--- src/rtl/mem_port_arbiter_pkg.sv ---
// Shared constants for the memory-port arbiter: default widths, requester IDs
// and the port FSM state encoding.
package mem_port_arbiter_pkg;

    localparam int WORD_SIZE = 16;
    localparam int ADDR_SIZE = 16;

    // Requester IDs double as bit positions in the req/gnt vectors.
    localparam logic REQ_CPU = 1'b0;
    localparam logic REQ_DBG = 1'b1;

    typedef enum logic [1:0] {
        ST_IDLE    = 2'd0,
        ST_WR      = 2'd1,
        ST_RD_WAIT = 2'd2,
        ST_RD_CAP  = 2'd3
    } state_e;

endpackage

--- src/rtl/rr_arb2.sv ---
// Combinational two-way round-robin pick. A lone requester wins outright; on
// a tie the requester that was not served last wins. Output is one-hot or 0.
module rr_arb2 (
    input  logic [1:0] req_i,
    input  logic       last_grant_i,
    output logic [1:0] gnt_o
);
    import mem_port_arbiter_pkg::*;

    // Tie goes to whoever did not hold the port last.
    always_comb begin
        gnt_o = 2'b00;
        if (&req_i) begin
            if (last_grant_i == REQ_DBG) gnt_o[REQ_CPU] = 1'b1;
            else                         gnt_o[REQ_DBG] = 1'b1;
        end else begin
            gnt_o = req_i;
        end
    end

endmodule

--- src/rtl/mem_port_arbiter.sv ---
// Shares one synchronous memory port between the CPU core and the debug /
// loader port. One transaction in flight at a time, all outputs registered.
module mem_port_arbiter #(
    parameter int WORD_SIZE  = mem_port_arbiter_pkg::WORD_SIZE,
    parameter int ADDR_SIZE  = mem_port_arbiter_pkg::ADDR_SIZE,
    parameter int RD_LATENCY = 1
) (
    input  logic                 DCLK,
    input  logic                 RSTn,
    input  logic                 CPU_REQ,
    input  logic                 CPU_WE,
    input  logic [ADDR_SIZE-1:0] CPU_ADDR,
    input  logic [WORD_SIZE-1:0] CPU_WDATA,
    output logic                 CPU_GNT,
    output logic                 CPU_RVALID,
    output logic [WORD_SIZE-1:0] CPU_RDATA,
    input  logic                 DBG_REQ,
    input  logic                 DBG_WE,
    input  logic [ADDR_SIZE-1:0] DBG_ADDR,
    input  logic [WORD_SIZE-1:0] DBG_WDATA,
    output logic                 DBG_GNT,
    output logic                 DBG_RVALID,
    output logic [WORD_SIZE-1:0] DBG_RDATA,
    input  logic                 DBG_HOLD,
    output logic                 M_W,
    output logic [ADDR_SIZE-1:0] MADDR,
    output logic [WORD_SIZE-1:0] MDATAOUT,
    input  logic [WORD_SIZE-1:0] MDATAIN,
    output logic                 BUSY
);
    import mem_port_arbiter_pkg::*;

    localparam int CNT_W = $clog2(RD_LATENCY + 1);

    state_e               state_q;
    logic [CNT_W-1:0]     cnt_q;
    logic                 last_q;   // requester served most recently
    logic                 owner_q;  // requester owning the in-flight read
    logic                 cpu_gnt_q, dbg_gnt_q, cpu_rvalid_q, dbg_rvalid_q;
    logic                 m_w_q, busy_q;
    logic [ADDR_SIZE-1:0] maddr_q;
    logic [WORD_SIZE-1:0] mdataout_q, cpu_rdata_q, dbg_rdata_q;

    logic [1:0]           elig, pick;
    logic                 arb_en;
    logic                 we_d;
    logic [ADDR_SIZE-1:0] addr_d;
    logic [WORD_SIZE-1:0] wdata_d;

    // DBG_HOLD only masks the CPU; the debug port is always eligible.
    assign elig[REQ_CPU] = CPU_REQ & ~DBG_HOLD;
    assign elig[REQ_DBG] = DBG_REQ;

    rr_arb2 u_arb (
        .req_i        (elig),
        .last_grant_i (last_q),
        .gnt_o        (pick)
    );

    // The capture edge of a read also arbitrates, giving back-to-back reads.
    assign arb_en  = (state_q == ST_IDLE) || (state_q == ST_RD_CAP);
    assign we_d    = pick[REQ_DBG] ? DBG_WE    : CPU_WE;
    assign addr_d  = pick[REQ_DBG] ? DBG_ADDR  : CPU_ADDR;
    assign wdata_d = pick[REQ_DBG] ? DBG_WDATA : CPU_WDATA;

    // Port FSM: pulses default low, a grant overrides the return to IDLE.
    always_ff @(posedge DCLK or negedge RSTn) begin
        if (!RSTn) begin
            state_q      <= ST_IDLE;
            cnt_q        <= '0;
            last_q       <= REQ_DBG;
            owner_q      <= REQ_CPU;
            cpu_gnt_q    <= 1'b0;
            dbg_gnt_q    <= 1'b0;
            cpu_rvalid_q <= 1'b0;
            dbg_rvalid_q <= 1'b0;
            m_w_q        <= 1'b0;
            busy_q       <= 1'b0;
            maddr_q      <= '0;
            mdataout_q   <= '0;
            cpu_rdata_q  <= '0;
            dbg_rdata_q  <= '0;
        end else begin
            cpu_gnt_q    <= 1'b0;
            dbg_gnt_q    <= 1'b0;
            cpu_rvalid_q <= 1'b0;
            dbg_rvalid_q <= 1'b0;
            m_w_q        <= 1'b0;
            case (state_q)
                ST_WR: begin
                    state_q <= ST_IDLE;
                    busy_q  <= 1'b0;
                end
                ST_RD_WAIT: begin
                    if (cnt_q <= CNT_W'(1)) state_q <= ST_RD_CAP;
                    else                    cnt_q   <= cnt_q - CNT_W'(1);
                end
                ST_RD_CAP: begin
                    if (owner_q == REQ_DBG) begin
                        dbg_rdata_q  <= MDATAIN;
                        dbg_rvalid_q <= 1'b1;
                    end else begin
                        cpu_rdata_q  <= MDATAIN;
                        cpu_rvalid_q <= 1'b1;
                    end
                    state_q <= ST_IDLE;
                    busy_q  <= 1'b0;
                end
                default: ;
            endcase
            if (arb_en && (|pick)) begin
                cpu_gnt_q  <= pick[REQ_CPU];
                dbg_gnt_q  <= pick[REQ_DBG];
                owner_q    <= pick[REQ_DBG];
                last_q     <= pick[REQ_DBG];
                maddr_q    <= addr_d;
                mdataout_q <= wdata_d;
                m_w_q      <= we_d;
                cnt_q      <= CNT_W'(RD_LATENCY);
                state_q    <= we_d ? ST_WR : ST_RD_WAIT;
                busy_q     <= 1'b1;
            end
        end
    end

    assign CPU_GNT    = cpu_gnt_q;
    assign DBG_GNT    = dbg_gnt_q;
    assign CPU_RVALID = cpu_rvalid_q;
    assign DBG_RVALID = dbg_rvalid_q;
    assign CPU_RDATA  = cpu_rdata_q;
    assign DBG_RDATA  = dbg_rdata_q;
    assign M_W        = m_w_q;
    assign MADDR      = maddr_q;
    assign MDATAOUT   = mdataout_q;
    assign BUSY       = busy_q;

endmodule

--- config.mk ---
export PLATFORM = sky130hd
export DESIGN_NAME = mem_port_arbiter
export DESIGN_NICKNAME = d
export VERILOG_FILES = /design/src/rtl/mem_port_arbiter_pkg.sv /design/src/rtl/rr_arb2.sv /design/src/rtl/mem_port_arbiter.sv
export SDC_FILE = /design/constraint.sdc
export NUM_CORES = 1
export LEC_CHECK = 0
export ABC_AREA = 1
export CAP_MARGIN = 25
export CORE_AREA = 2 2 89 91
export CTS_BUF_LIST = sky130_fd_sc_hd__clkbuf_4 sky130_fd_sc_hd__clkbuf_8
export DETAILED_ROUTE_END_ITERATION = 6
export DIE_AREA = 0 0 91 93
export PLACE_DENSITY = 0.85
export SYNTH_ARGS = -nofsm -noshare
export SYNTH_HDL_FRONTEND = slang
export SYNTH_HIERARCHICAL = 1
export SYNTH_SLANG_ARGS = --single-unit
--- constraint.sdc ---
create_clock -name DCLK -period 3 [get_ports DCLK]
set_input_delay 0.75 -clock DCLK [delete_from_list [all_inputs] [get_ports DCLK]]
set_output_delay 0.75 -clock DCLK [all_outputs]
set_load 0.005 [all_outputs]
==> summary.txt <==
Placed design
  – Dpl ws: 0.430 ns
  – IO buf count: 156
  – Routability cong.: 0.788
  – Post-DP HPWL: 6410 um

Clock tree
  – Clock-pin slew on the worst setup and hold paths: 0.08 ns
  – CTS root buf: clkbuf_8
  – Post-CTS sizing: 0
  – CTS sink count: 74
  – Clock buffer count from CTS: 9
  – CTS tree: yes
  – Clock latency on the worst-skew pair: 0.34 ns
  – Setup Buffers After CTS: 0
  – Post-CTS Hold Fix Bufs: 0
  – H-tree depth: 3
  – Clk buf depth: 2

Route
  – # DRC: 0
  – Drt pass-1 iters: 4
  – Vias per inst: 4.82
  – DRT iter0 DRCs: 146
  – Antenna Nets Post-Route: 0
  – Vias: 2,957
  – Avg WL per Cell: 14.1 um
  – Post-Route WL: 8660 um

Yosys
  – Yosys cell types: 20
  – Warnings from Yosys: 6
  – Post-Syn Instances: 356
  – Top cells by area, synth: dfrtp_1 (56%), nor2_1 (7.7%), o21a_1 (7.4%)
  – Dominant register cell in the synthesized netlist: dfrtp_1
  – Yosys top cell area share: 0.561
  – Mux contribution to synthesized area: 0
  – Post-synthesis adder-cell area fraction: 0.0115
  – Largest family of logic cells by synthesized area: compound AO/OA/AOI/OAI gates
  – Register area share after synthesis: 0.569
  – Synth Register Bits: 74
  – Simple-gate share of the synthesized area: 0.153
  – Syn nets: 446
  – Xor/xnor share of the synthesized area: 0
  – Top cells by count, synth: dfrtp_1 (73), nor2_1 (67), nand2_1 (55), o21ai_0 (35), o21a_1 (32)
  – Complex-gate fraction of the synthesized area: 0.180
  – Number of flops mapped to enable cells by yosys: 0
  – Top-count cell post-synth: dfrtp_1
  – Synth Area per Inst: 9.14 um2
  – Yosys top cell by area: dfrtp_1
  – Asr flop ratio synth: 1.00
  – Synthesized area: 0.00325 mm2

Timing
  – Final setup margin: 0.778 ns
  – Measured slew at the worst slew-check pin: 0.933 ns
  – Relative slew slack: 0.377
  – Tmin final: 2.22 ns
  – Final Hold Fails: 0
  – Max Fclk: 0.450 GHz
  – Clock skew: 0.00639 ns
  – Period Utilization, post-route: 0.741
  – Setup TNS Final: 0 ns
  – Endpoints failing setup: 0
  – Unrepaired setup endpoints after global routing: no
  – Final Max Slew Viols: 0

Critical path
  – Critical Path RT: 3.27 ns
  – Worst Setup Path Type: primary input to register
  – Worst path arrival time: 2.50 ns
  – CP Capture Type: register
  – Startpoint Class: primary input
  – Crit path max fanout: 26

Power
  – Pwr per Cell Area: 943 mW/mm2
  – Seq pwr share: 0.370
  – Clock power frac: 0.162
  – Combinational share of power: 0.468
  – Maximum vdd drop: 0.537 mV
  – Pleak: 0.00223 uW
  – Net Switching: 1570 uW
  – Internal power: 3170 uW
  – Sw Ratio: 0.331

Cells and area
  – Final net count: 596
  – Area growth syn-to-layout: 54.6%
  – Filler instances: 613
  – N_diodes: 0
  – Layout cells sized above 1: 0.0528

GRT
  – Gr ovfl total: 0
  – Initial antenna violation count: 0
  – Largest net degree at the start of global routing: 75
  – Vias in the first global route: 2,997
  – Total GRT Usage: 0.215
  – Global-route wire length before repair: 14,400 um

Floorplanning
  – Initial core utilization: 0.432
  – Core Area: 0.00753 mm2
  – Total I/O pin count: 157
  – Die width: 91 um
  – FP Rows: 32
  – Height of the die: 93 um
  – Die area: 0.00846 mm2

Run
  – Max-cap viol count: 0

Status
  – Status: finished, final reports clean

Worst hold path
  – HP Class: register to register
layer usage:
metal / vias up / share of wire / GRT usage
met4: 0 / 0.018 / 0.0732
met1: 1376 / 0.42 / 0.274
met2: 132 / 0.49 / 0.366
li1: 1436 / - / -
met5: - / 0 / 0
met3: 13 / 0.069 / 0.0451
state kept, by name, summed over array words and instances, names as in the netlist, 2 cells and up:
register and count:
MDATAOUT 16, DBG_RDATA 16, MADDR 16, state_q 2
CPU_RDATA 16
worst paths after layout:
path | slack [ns] | to | startpoint | cells after the start
hold reg to reg | 0.49 | DBG_RDATA[10] | DBG_RDATA[10] | 2
setup reg to reg | 1.24 | CPU_RDATA[7] | state_q[0] | 3
max in group asynchronous | 1.88 | DBG_RDATA[5] | RSTn | 1
setup / recovery | 0.78 | MADDR[1] | DBG_HOLD | 7
min in group asynchronous | 0.55 | MADDR[13] | RSTn | 1
hold / removal | 0.49 | DBG_RDATA[10] | DBG_RDATA[10] | 2
cell usage in the layout (no fill, tap or decap), types with 3 or more instances in the layout:
cell,instances
clkbuf_8,9
o21ai_0,35
dfrtp_1,73
nand2_1,55
clkdlybuf4s50_1,155
ha_1,3
buf_4,3
o21ai_1,30
inv_1,30
nor2_1,67
o21a_1,32
metrics by stage:
| stage | power, uW | cell area [um2] | std cells | hold slack (ns) | util |
|---|---|---|---|---|---|
| floorplan | 2770 | 3250 | 356 | 0.454 | - |
| detailed placement | 4010 | 4830 | 597 | 0.474 | 0.642 |
| global route | 5110 | 5030 | 613 | 0.510 | 0.668 |
| global placement | 3900 | 4830 | 597 | 0.467 | 0.642 |
| finish | 4740 | 5030 | 613 | 0.488 | 0.668 |
| CTS | 4790 | 5030 | 613 | 0.494 | 0.668 |
cells by family (layout without fill, tap and decap cells):
family,after synthesis,in the layout
adders and majority gates,3,3
DFF,74,74
AOI/OAI and AO/OA,99,99
buffers and inverters,52,207
and+or+nand+nor,128,128
power by group through the flow:
stage               clock, uW  combinational, uW  sequential (uW)
finish                    768               2220             1750
global route              825               2470             1810
CTS                       785               2250             1750
detailed placement          0               2240             1770
global placement            0               2160             1750
floorplan                   0                993             1780
worst max-delay path, cell delays in order:
cell and delay, ns:
clkdlybuf4s50_1 0.45, nor2_1 0.08, a21oi_4 0.43, buf_4 0.38, nor2_1 0.09, o21ai_1 0.17
o21a_1 0.14
cell type report:
| class | instances | area (um2) | area share |
|---|---|---|---|
| Timing Repair Buffer | 159 | 1590 | 0.317 |
| Multi-Input combinational cell | 230 | 1130 | 0.225 |
| Inverter | 32 | 123 | 0.0244 |
| Tap cell | 102 | 128 | 0.0254 |
| Clock buffer | 10 | 131 | 0.0261 |
| Clock inverter | 6 | 67.6 | 0.0134 |
| Sequential cell | 74 | 1850 | 0.368 |
Note: power is estimated with default switching activity, not from simulation.
